File: src/rtl/led_xmit.sv
// led_xmit: byte-serial LED/IR line transmitter.
// Each byte is sent LSB first as eight pulse-width cells: every cell starts
// with an active mark (long for a 1, short for a 0) followed by a space that
// pads the cell to BIT_PERIOD cycles, and the byte ends with GAP idle cycles.
// Build option: define LED_XMIT_CARRIER_EN to modulate the mark with a
// carrier (output 0 when inactive, toggling every CARRIER_HALF during mark).
// Without it the output is baseband (idle 1, mark 0) and no carrier logic exists.
//
// Handshake: send is a request qualified by ready. A byte is accepted on a
// rising clk edge where ready=1 and send=1; data is captured on that edge.
// While ready=0, send is ignored and never queued. done pulses for one cycle
// in the last GAP cycle; ready returns in the following cycle.
module led_xmit #(
  parameter int BIT_PERIOD   = 84000,
  parameter int ONE_MARK     = 60000,
  parameter int ZERO_MARK    = 20000,
  parameter int GAP          = 100000,
  parameter int CARRIER_HALF = 1316
) (
  input  logic       clk,
  input  logic       reset,
  input  logic [7:0] data,
  input  logic       send,
  output logic       ready,
  output logic       done,
  output logic       led_xmit_out,
  output logic [1:0] state_dbg
);

  localparam int MAXN = (BIT_PERIOD > GAP) ? BIT_PERIOD : GAP;
  localparam int CW   = ($clog2(MAXN) > 17) ? $clog2(MAXN) : 17;

  localparam logic [CW-1:0] BIT_LAST  = CW'(BIT_PERIOD - 1);
  localparam logic [CW-1:0] ONE_LAST  = CW'(ONE_MARK - 1);
  localparam logic [CW-1:0] ZERO_LAST = CW'(ZERO_MARK - 1);
  localparam logic [CW-1:0] GAP_LAST  = CW'(GAP - 1);

  // Marks must fit inside a cell, and every length must be at least one cycle.
  if (ZERO_MARK < 1 || ONE_MARK < 1 || ONE_MARK >= BIT_PERIOD ||
      ZERO_MARK >= BIT_PERIOD || GAP < 1 || CARRIER_HALF < 1) begin : g_param_check
    $error("led_xmit: invalid timing parameters");
  end

  typedef enum logic [1:0] {
    S_IDLE  = 2'd0,
    S_MARK  = 2'd1,
    S_SPACE = 2'd2,
    S_GAP   = 2'd3
  } state_t;

  state_t        state;
  state_t        next_state;
  logic [CW-1:0] cnt;        // cycles since start of cell (MARK+SPACE) or GAP
  logic [2:0]    idx;        // bit currently on the line
  logic [7:0]    shreg;      // bit 0 is the bit currently on the line
  logic [CW-1:0] mark_last;
  logic          cell_end;

  assign mark_last = shreg[0] ? ONE_LAST : ZERO_LAST;
  assign cell_end  = (cnt == BIT_LAST);

  // State register.
  always_ff @(posedge clk or posedge reset) begin
    if (reset) state <= S_IDLE;
    else       state <= next_state;
  end

  // Next-state decode and Moore outputs.
  always_comb begin
    next_state = state;
    ready      = 1'b0;
    done       = 1'b0;
    case (state)
      S_IDLE: begin
        ready = 1'b1;
        if (send) next_state = S_MARK;
      end
      S_MARK: begin
        if (cnt == mark_last) next_state = S_SPACE;
      end
      S_SPACE: begin
        if (cell_end) next_state = (idx == 3'd7) ? S_GAP : S_MARK;
      end
      S_GAP: begin
        if (cnt == GAP_LAST) begin
          done       = 1'b1;
          next_state = S_IDLE;
        end
      end
      default: next_state = S_IDLE;
    endcase
  end

  // Cycle counter, bit index and shift register; the counter runs through
  // MARK into SPACE so a whole cell is measured from the start of its mark.
  always_ff @(posedge clk or posedge reset) begin
    if (reset) begin
      cnt   <= '0;
      idx   <= '0;
      shreg <= '0;
    end else begin
      case (state)
        S_IDLE: begin
          if (send) begin
            shreg <= data;
            idx   <= '0;
            cnt   <= '0;
          end
        end
        S_MARK: cnt <= cnt + 1'b1;
        S_SPACE: begin
          if (cell_end) begin
            cnt   <= '0;
            shreg <= shreg >> 1;
            if (idx != 3'd7) idx <= idx + 1'b1;
          end else begin
            cnt <= cnt + 1'b1;
          end
        end
        S_GAP: begin
          if (cnt == GAP_LAST) cnt <= '0;
          else                 cnt <= cnt + 1'b1;
        end
        default: cnt <= '0;
      endcase
    end
  end

  assign state_dbg = state;

`ifdef LED_XMIT_CARRIER_EN
  localparam int CHW = ($clog2(CARRIER_HALF) < 1) ? 1 : $clog2(CARRIER_HALF);
  localparam logic [CHW-1:0] CH_LAST = CHW'(CARRIER_HALF - 1);

  logic           carrier;
  logic [CHW-1:0] ccnt;

  // Carrier phase: restarts high at every mark entry, toggles each half period.
  always_ff @(posedge clk or posedge reset) begin
    if (reset) begin
      carrier <= 1'b0;
      ccnt    <= '0;
    end else if (next_state == S_MARK && state != S_MARK) begin
      carrier <= 1'b1;
      ccnt    <= '0;
    end else if (state == S_MARK) begin
      if (ccnt == CH_LAST) begin
        ccnt    <= '0;
        carrier <= ~carrier;
      end else begin
        ccnt <= ccnt + 1'b1;
      end
    end
  end

  assign led_xmit_out = (state == S_MARK) & carrier;
`else
  assign led_xmit_out = (state != S_MARK);
`endif

endmodule

File: config.mk
export PLATFORM = sky130hd
export DESIGN_NAME = led_xmit
export DESIGN_NICKNAME = d
export VERILOG_FILES = /design/src/rtl/led_xmit.sv
export SDC_FILE = /design/constraint.sdc
export NUM_CORES = 1
export LEC_CHECK = 0
export BUFFER_PORTS_ARGS = -buffer_cell sky130_fd_sc_hd__clkbuf_2
export CELL_PAD_IN_SITES_DETAIL_PLACEMENT = 1
export CELL_PAD_IN_SITES_GLOBAL_PLACEMENT = 2
export CORE_ASPECT_RATIO = 1.75
export CORE_MARGIN = 2
export CORE_UTILIZATION = 34
export CTS_CLUSTER_SIZE = 12
export DETAILED_ROUTE_END_ITERATION = 6
export GPL_ROUTABILITY_DRIVEN = 0
export GPL_TIMING_DRIVEN = 0
export HOLD_SLACK_MARGIN = 0.03
export PLACE_DENSITY = 0.83
export SLEW_MARGIN = 0
export SYNTH_ARGS = -nofsm -noshare
export SYNTH_HDL_FRONTEND = slang
export SYNTH_SLANG_ARGS = --single-unit
export TNS_END_PERCENT = 100
File: constraint.sdc
create_clock -name clk -period 2.05 [get_ports clk]
set_input_delay 0.41 -clock clk [delete_from_list [all_inputs] [get_ports clk]]
set_output_delay 0.41 -clock clk [all_outputs]
set_load 0.1 [all_outputs]
### After elaboration in Yosys (flattened, before gate mapping)

Index checks and enable logic that the tools add are counted.

* bits in registers: 30
* input bits: 11
* output and inout port bits: 5
* word-level logic and storage cells: 46

* add/subtract/negate cells: 2
* equality and inequality tests: 14
* mux-type cells: 21
* reductions and logical operators: 5

Operator list (count)
* $pmux W17 S4: 1
* $mux W17: 3
* $eq A17 B17 Y1 const B: 2
* $add A17 B1 Y17 const B: 1
* $eq A17 B16 Y1: 1
* $mux W16: 1
* $mux W8: 2
* $pmux W8 S2: 1
* $mux W2: 5
* $ne A2 B2 Y1 const B: 5
* $mux W3: 3
* $pmux W2 S4: 1
* $reduce_and A4 Y1: 2
* $pmux W3 S2: 1
* $eq A2 B2 Y1 const B: 2
* $add A3 B1 Y3 const B: 1
* $eq A3 B3 Y1 const B: 1
* $mux W1: 3
* $ne A3 B3 Y1 const B: 1
* $reduce_and A3 Y1: 1
* $eq A2 B1 Y1 const B: 1
* $logic_not A2 Y1: 1
* $ne A2 B1 Y1 const B: 1
* $reduce_bool A2 Y1: 1

### Logic depth before layout (Yosys ltp)

Gate-level depths: netlist of the first run.

* depth in word-level cells: 4
* gate-level depth with buffers: 7
* gate-level depth less buffers: 6

### Worst setup path before layout of the first run

No wires, ideal clock.

* path kind: reg2out
* start point: reg state[0], in the netlist state_dbg[0]
* end point: out ready
* arrival time: 2.420 ns
* data required time: 1.640 ns
* slack: -0.780 ns
* stages on the path, launching flop included: 3
* buffers on the path: 1
* cells stage by stage: dfrtp_1 > buf_2 > nor2_1

* longest elaborated chain between the ends: 2

RTL lines
* start, declared: RTL line 51 `state_t state;`
* start signal, assigned: RTL line 65 `else state <= next_state;`
* $logic_not A2 Y1: RTL line 73 `case (state)`
* $mux W1: RTL line 73
* end, declared: RTL line 24 `output logic ready,`

No other way between the ends.

### Worst setup path after layout of the first run

* start point: reg cnt[6]
* end point: out done

* longest elaborated chain between the ends: 3

RTL lines
* start, declared: RTL line 53 `logic [CW-1:0] cnt;`
* start signal, assigned: RTL line 110 `S_MARK: cnt <= cnt + 1'b1;`
* start signal, assigned: RTL line 117 `cnt <= cnt + 1'b1;`
* start signal, assigned: RTL line 122 `else cnt <= cnt + 1'b1;`
* $eq A17 B17 Y1: RTL line 85 `if (cnt == GAP_LAST) begin`
* $mux W1: RTL line 85
* $mux W1: RTL line 73
* end, declared: RTL line 25 `output logic done,`

No other way between the ends.

==> impl_metrics.json, run 1 <==
{
  "outcome": "finished with violations",
  "violations": "negative setup slack",
  "synth.distinct_cells": 54,
  "p_leak_nw": 1.061,
  "whs_ns": 0.08283,
  "yosysMostFrequentCell": "dfrtp_1",
  "setup_viol": 2,
  "hp-class": "in2async",
  "startpoint_type": "register",
  "fin_util": 0.4367,
  "timing.rr.end": "cnt[2]$_DFFE_PP0P_",
  "die_h_um": 102.9,
  "std_cell_rows": 36,
  "drt_iter0_drc": 17,
  "syn_area_per_cell_sq_um": 9.362,
  "htreeDepth": 2,
  "hold_violations": 0,
  "relSlewSlack": 0.6416,
  "cp-end-kind": "output port",
  "grt_max_degree": 31,
  "drtPass1Iterations": 4,
  "power_density_nw_per_um2": 1368,
  "drive_gt1_frac": 0.3278,
  "wl_met3_um": 119,
  "max_cap_viol_count": 0,
  "tightest_slew_ns": 0.5399,
  "root_buffer": "clkbuf_8",
  "topRoutingLayerUsed": "met4",
  "period_share": 1.075,
  "drt-wirelength-per-cell_um": 17.37,
  "rsz0062_at_grt": "true",
  "dp_hpwl_mm": 3.859,
  "ys.warnings.count": 0,
  "dpl.cell_count": 294,
  "ys_seq_elements": 30,
  "rr_startpoint": "cnt[6]$_DFFE_PP0P_",
  "reg2regPathDepth": 8,
  "yosys-top-cells-count": "dfrtp_1 (30), nand2_1 (19), nand3_1 (18)",
  "clk_latency_ns": 0.30,
  "preCtsSetupSlack_ns": -0.4208,
  "nets": 254,
  "r2r_slack_ns": -0.01,
  "cts_hold_buf": 0,
  "cts_made_buffers": 5,
  "cts.sinks": 30,
  "die_area_sq_um": 6227,
  "drc": 0,
  "io_buffers": 15,
  "start_util": 0.3459,
  "tns_ns": -0.1615,
  "ios": 16,
  "antennaDiodeCount": 0,
  "clockBufferDepth": 2,
  "fmax_mhz": 453.9,
  "synthesis.nets": 217,
  "core-area_sq_um": 5495,
  "finalCriticalPeriod_ns": 2.203,
  "worstPathMaxFanout": 2,
  "cp_data_required_time_ns": 1.64,
  "design_area_sq_um": 2400,
  "placed_cell_area_sq_um": 2096,
  "crit_arrival_ns": 1.79,
  "synthCells": 203,
  "cts_tree": "done",
  "antenna_found_initial": 0,
  "die_w_um": 60.52,
  "routed_wl_mm": 5.507,
  "finalPower_mw": 3.283,
  "yosys-top-cells-area": "dfrtp_1 (39%), nand3_1 (4.7%), nand2_1 (3.8%)",
  "critPathKind": "reg2out",
  "viasPerCell": 5.442,
  "synthArstFlopShare": 1.000,
  "antenna_left": 0,
  "finClkSkew_ns": 0.008353,
  "synth-edff-count": 0,
  "ir_worst_vdd_v": 0.0008874,
  "vias": 1725,
  "grt_pass1_vias": 1777,
  "area_delta_synth_final_pct": 26.27,
  "synth_ff_type": "dfrtp_1",
  "grt_usage": 0.2019,
  "wl_met2_mm": 3.249,
  "stdcell_count": 317,
  "grt_pass1_wl_mm": 9.135,
  "wl_met1_mm": 2.049,
  "fin_ws_ns": -0.1529,
  "finalMaxSlewViolations": 0,
  "synth_area_leader_cell": "dfrtp_1",
  "synth_top_area_share": 0.3950,
  "path_clk_slew_ns": 0.07,
  "overflow": 0,
  "ys_seq_area_frac": 0.3950,
  "synth_area_sq_um": 1901
}
[flip-flops by register name (all words and copies together), names as in the netlist]
signal,cells
shreg,8
idx,3
state_dbg,2
cnt,17
[routing by layer]
metal  up-vias  global-route usage
met5         -                   0
met4         0             0.07358
met3         7             0.04015
met2        20              0.3771
met1       874              0.2166
li1        824                   -
[critical path, cell delays in order (launching register included)]
cell and delay, ns:
dfrtp_1 0.37, buf_6 0.12, nor4b_4 0.27, and4b_1 0.23, and4bb_4 0.28, clkbuf_16 0.21
[worst max-delay path by stage]
stage                                  start                       end  cells past startpoint
finish                    cnt[6]$_DFFE_PP0P_                      done                      5
global route              cnt[6]$_DFFE_PP0P_                      done                      5
floorplan           state_dbg[1]$_DFFE_PP0P_  state_dbg[0]$_DFFE_PP0P_                      5
global placement          cnt[0]$_DFFE_PP0P_                      done                      5
CTS                       cnt[6]$_DFFE_PP0P_                      done                      5
detailed placement        cnt[0]$_DFFE_PP0P_                      done                      5
[cells by family (layout without fill, tap and decap cells)]
logic type               Yosys count  in the layout  synth area share
AO/OA/AOI/OAI                     44             44            0.1725
XOR/XNOR                           1              1          0.004609
adder cells (fa/ha/maj)            3              3           0.01975
buffers and inverters             19             57           0.05398
flip-flops                        30             30            0.3950
multiplexers                       7              7           0.03687
AND/OR/NAND/NOR                   99             99            0.3173
[layout make-up]
class / count / area [sq um]
Clock buffer: 6 / 82.58
Buffer: 13 / 80.08
Tap cell: 76 / 95.09
Multi-Input combinational cell: 154 / 1117
Clock inverter: 2 / 12.51
Sequential cell: 30 / 755.7
Inverter: 5 / 18.77
Fill cell: 684 / 3095
Timing Repair Buffer: 31 / 237.7
[cells in the final DEF, fill, tap and decap left out, types with 4 or more instances in the layout]
master and n:
nand2_1 18, o21ai_0 5, nand3_1 17, dfrtp_2 4, mux2i_1 7, a21oi_1 9, buf_2 7, inv_1 5
nand4_1 6, nor2_1 15, dfrtp_1 26, or3_2 4, clkbuf_2 13, clkbuf_8 6, buf_4 15, nor3_1 6
[repair_timing]
item,4_1_cts,5_1_grt
gates resized for setup,12,3
pin swaps,7,2
endpoints found under the hold margin,0,0
endpoints found under the setup margin,30,16
setup buffers,10,5
[power by group]
group	total [mW]	internal [mW]	switching, mW
Clock	0.522	0.270	0.252
Combinational	1.74	0.654	1.08
Sequential	1.02	0.806	0.217
Total	3.28	1.73	1.55
No activity file was read; power rests on OpenSTA's default activity.
==> run 2, diff against run 1 <==
Settings changed: ABC_AREA set to 1, CORE_ASPECT_RATIO 1.75 to 2, CORE_UTILIZATION 34 to 32.
==> run 2 against run 1 <==
The flow now finishes without violations. Clock power increased by 64%. Combinational power decreased by 98%. Setup slack improved by 0.22 ns. Area after synthesis increased by 4.5%. Die area increased by 11%. Flip-flop and latch count unchanged. Synthesized cell count increased by 27%. Cell count increased by 11%. Via count increased by 4.8%. Clock skew decreased by 0.0025 ns. Critical path type unchanged. Largest cell class unchanged. Highest routed layer unchanged.
==> impl_metrics.json, run 2 <==
{
  "synthesis.nets": 271,
  "root_buffer": "clkbuf_16",
  "power_density_nw_per_um2": 595.3,
  "antenna_left": 0,
  "synth_ff_type": "dfrtp_1",
  "clockBufferDepth": 2,
  "grt_usage": 0.1798,
  "die_area_sq_um": 6889,
  "synth_area_sq_um": 1986,
  "outcome": "complete, no violations",
  "routed_wl_mm": 5.614,
  "placed_cell_area_sq_um": 2151,
  "synthArstFlopShare": 1.000,
  "path_cells": "ha_4 > nand2_4 > inv_4 > nand2_4 > nor2_4 > nand4_4 > clkinvlp_4 > clkbuf_16",
  "synth-edff-count": 0,
  "core-area_sq_um": 6006,
  "antennaDiodeCount": 0,
  "cts_tree": "done",
  "final_cell_mix": "nand2_1 (64), inv_1 (26), dfrtp_1 (25)",
  "tightest_slew_ns": 0.5846,
  "path_common_cell": "nand2_4",
  "relSlewSlack": 0.6102,
  "pwr-share-comb": 0.025,
  "io_buffers": 15,
  "dp_hpwl_mm": 4.202,
  "max_stage_delay_ns": 0.39,
  "netSwitchingFraction": 0.2077,
  "drt_iter0_drc": 32,
  "ys.warnings.count": 0,
  "finClkSkew_ns": 0.005806,
  "cp-end-kind": "output port",
  "timing.rr.end": "cnt[9]$_DFFE_PP0P_",
  "drc": 0,
  "design_area_sq_um": 2494,
  "synthCells": 257,
  "grt_pass1_vias": 1957,
  "start_util": 0.3306,
  "grt_max_degree": 31,
  "startpoint": "cnt[0]$_DFFE_PP0P_",
  "htreeDepth": 2,
  "path_clk_slew_ns": 0.06,
  "crit_arrival_ns": 1.57,
  "cts.sinks": 30,
  "finalCriticalPeriod_ns": 1.978,
  "path_delay_family": "flip-flops",
  "vias": 1807,
  "hold_violations": 0,
  "yosys-top-cells-count": "nand2_1 (65), dfrtp_1 (30), inv_1 (27)",
  "preCtsSetupSlack_ns": -0.1868,
  "nets": 303,
  "period_share": 0.9649,
  "p_seq_frac": 0.399,
  "synth_top_area_share": 0.3781,
  "reg_top3": "cnt x17, shreg x8, idx x3",
  "drtPass1Iterations": 4,
  "tns_ns": 0,
  "cp_data_required_time_ns": 1.64,
  "std_cell_rows": 40,
  "ios": 16,
  "cp_num_cells": 8,
  "antenna_found_initial": 0,
  "cts_hold_buf": 0,
  "top_register": "cnt",
  "drt-wirelength-per-cell_um": 15.90,
  "critPathKind": "reg2out",
  "worstPathMaxFanout": 3,
  "stdcell_count": 353,
  "ys_seq_area_frac": 0.3781,
  "synth.distinct_cells": 33,
  "fin_ws_ns": 0.07205,
  "ys_seq_elements": 30,
  "yosysMostFrequentCell": "nand2_1",
  "crit_slowest_cell": "dfrtp_1",
  "finalMaxSlewViolations": 0,
  "ir_worst_vdd_v": 0.0005105,
  "p_leak_nw": 1.161,
  "overflow": 0,
  "setup_viol": 0,
  "viasPerCell": 5.119,
  "largest_reg_flops": 17,
  "r2r_slack_ns": 0.25,
  "fmax_mhz": 505.6,
  "die_h_um": 115.4,
  "power_frac_clock": 0.576,
  "synth_area_leader_cell": "dfrtp_1",
  "internal_power_mw": 1.176,
  "reg2regPathDepth": 11,
  "grt_pass1_wl_mm": 9.149,
  "cts_made_buffers": 5,
  "clk_latency_ns": 0.29,
  "rr_startpoint": "cnt[0]$_DFFE_PP0P_",
  "die_w_um": 59.70,
  "startpoint_type": "register",
  "whs_ns": 0.1017,
  "dpl.cell_count": 335,
  "area_delta_synth_final_pct": 25.58,
  "max_cap_viol_count": 0,
  "drive_gt1_frac": 0.3069,
  "critPathBufInv": 3,
  "power_switching_mw": 0.3084,
  "syn_area_per_cell_sq_um": 7.726,
  "hp-class": "in2async",
  "yosys-top-cells-area": "dfrtp_1 (38%), nand2_1 (12%), inv_1 (5.1%)",
  "rsz0062_at_grt": "false",
  "final_common_cell": "nand2_1"
}
[run 2: changes by cell type after synthesis, sizes merged, moves of 8 or more]
cell,previous run,this run
a21oi,10,2
nand2,20,73
o21ai,6,29
nor2,16,34
o22ai,1,10
inv,5,35
[run 2: cells by family (layout without fill, tap and decap cells)]
kind of cell / count (synthesis) / count (layout) / share of synthesized area
fa+ha+maj: 3 / 3 / 0.01891
flops: 30 / 30 / 0.3781
buf+inv: 41 / 74 / 0.09956
simple gates: 133 / 133 / 0.3403
compound gates: 43 / 43 / 0.1323
xor+xnor: 7 / 7 / 0.03088
[run 2: area by class of cell]
class / instances / area [sq um]
buffer: 5 / 50.05
clock buffer: 5 / 125.1
clock inverter: 3 / 40.04
fill: 743 / 3512
inverter: 36 / 153.9
multi-input combinational: 186 / 1091
sequential: 30 / 762.0
tap: 63 / 78.83
timing repair buffer: 25 / 192.7
[run 2: worst max-delay path by stage]
| stage | end | slack [ns] |
|---|---|---|
| final | done | 0.07 |
| after global routing | done | 0.004 |
| after CTS | done | 0.008 |
| after detailed placement | done | -0.19 |
| after global placement | done | -0.19 |
| after floorplan | shreg[0]$_DFFE_PP0P_ | -0.009 |
[run 2: metrics by stage]
step                        util  total power [mW]
final                     0.4152             1.484
after detailed placement  0.3581            0.6342
after global placement    0.3581            0.6340
after global routing      0.4152             1.530
after floorplan                -            0.6184
after CTS                 0.4002             1.497
[run 2: per-layer routing]
layer | wire length [um] | global-route usage | up-vias
met5 | 0 | 0 | -
met4 | 127 | 0.08296 | 0
met3 | 101 | 0.03375 | 7
met2 | 3487 | 0.3522 | 20
met1 | 1898 | 0.1657 | 889
li1 | - | - | 891
[run 2: power by group through the flow]
stage               Combinational (mW)  Sequential, mW  Clock, mW
floorplan                       0.0153           0.603          0
global placement                0.0309           0.603          0
detailed placement              0.0312           0.603          0
CTS                             0.0314           0.592      0.873
global route                    0.0408           0.592      0.897
finish                          0.0364           0.593      0.856
[run 2: what timing repair did]
item	in CTS	in global routing
buffers inserted	4	5
resized for setup	13	6
endpoints found under the setup margin	2	1
pin swaps	2	2
hold endpoints to repair	0	0
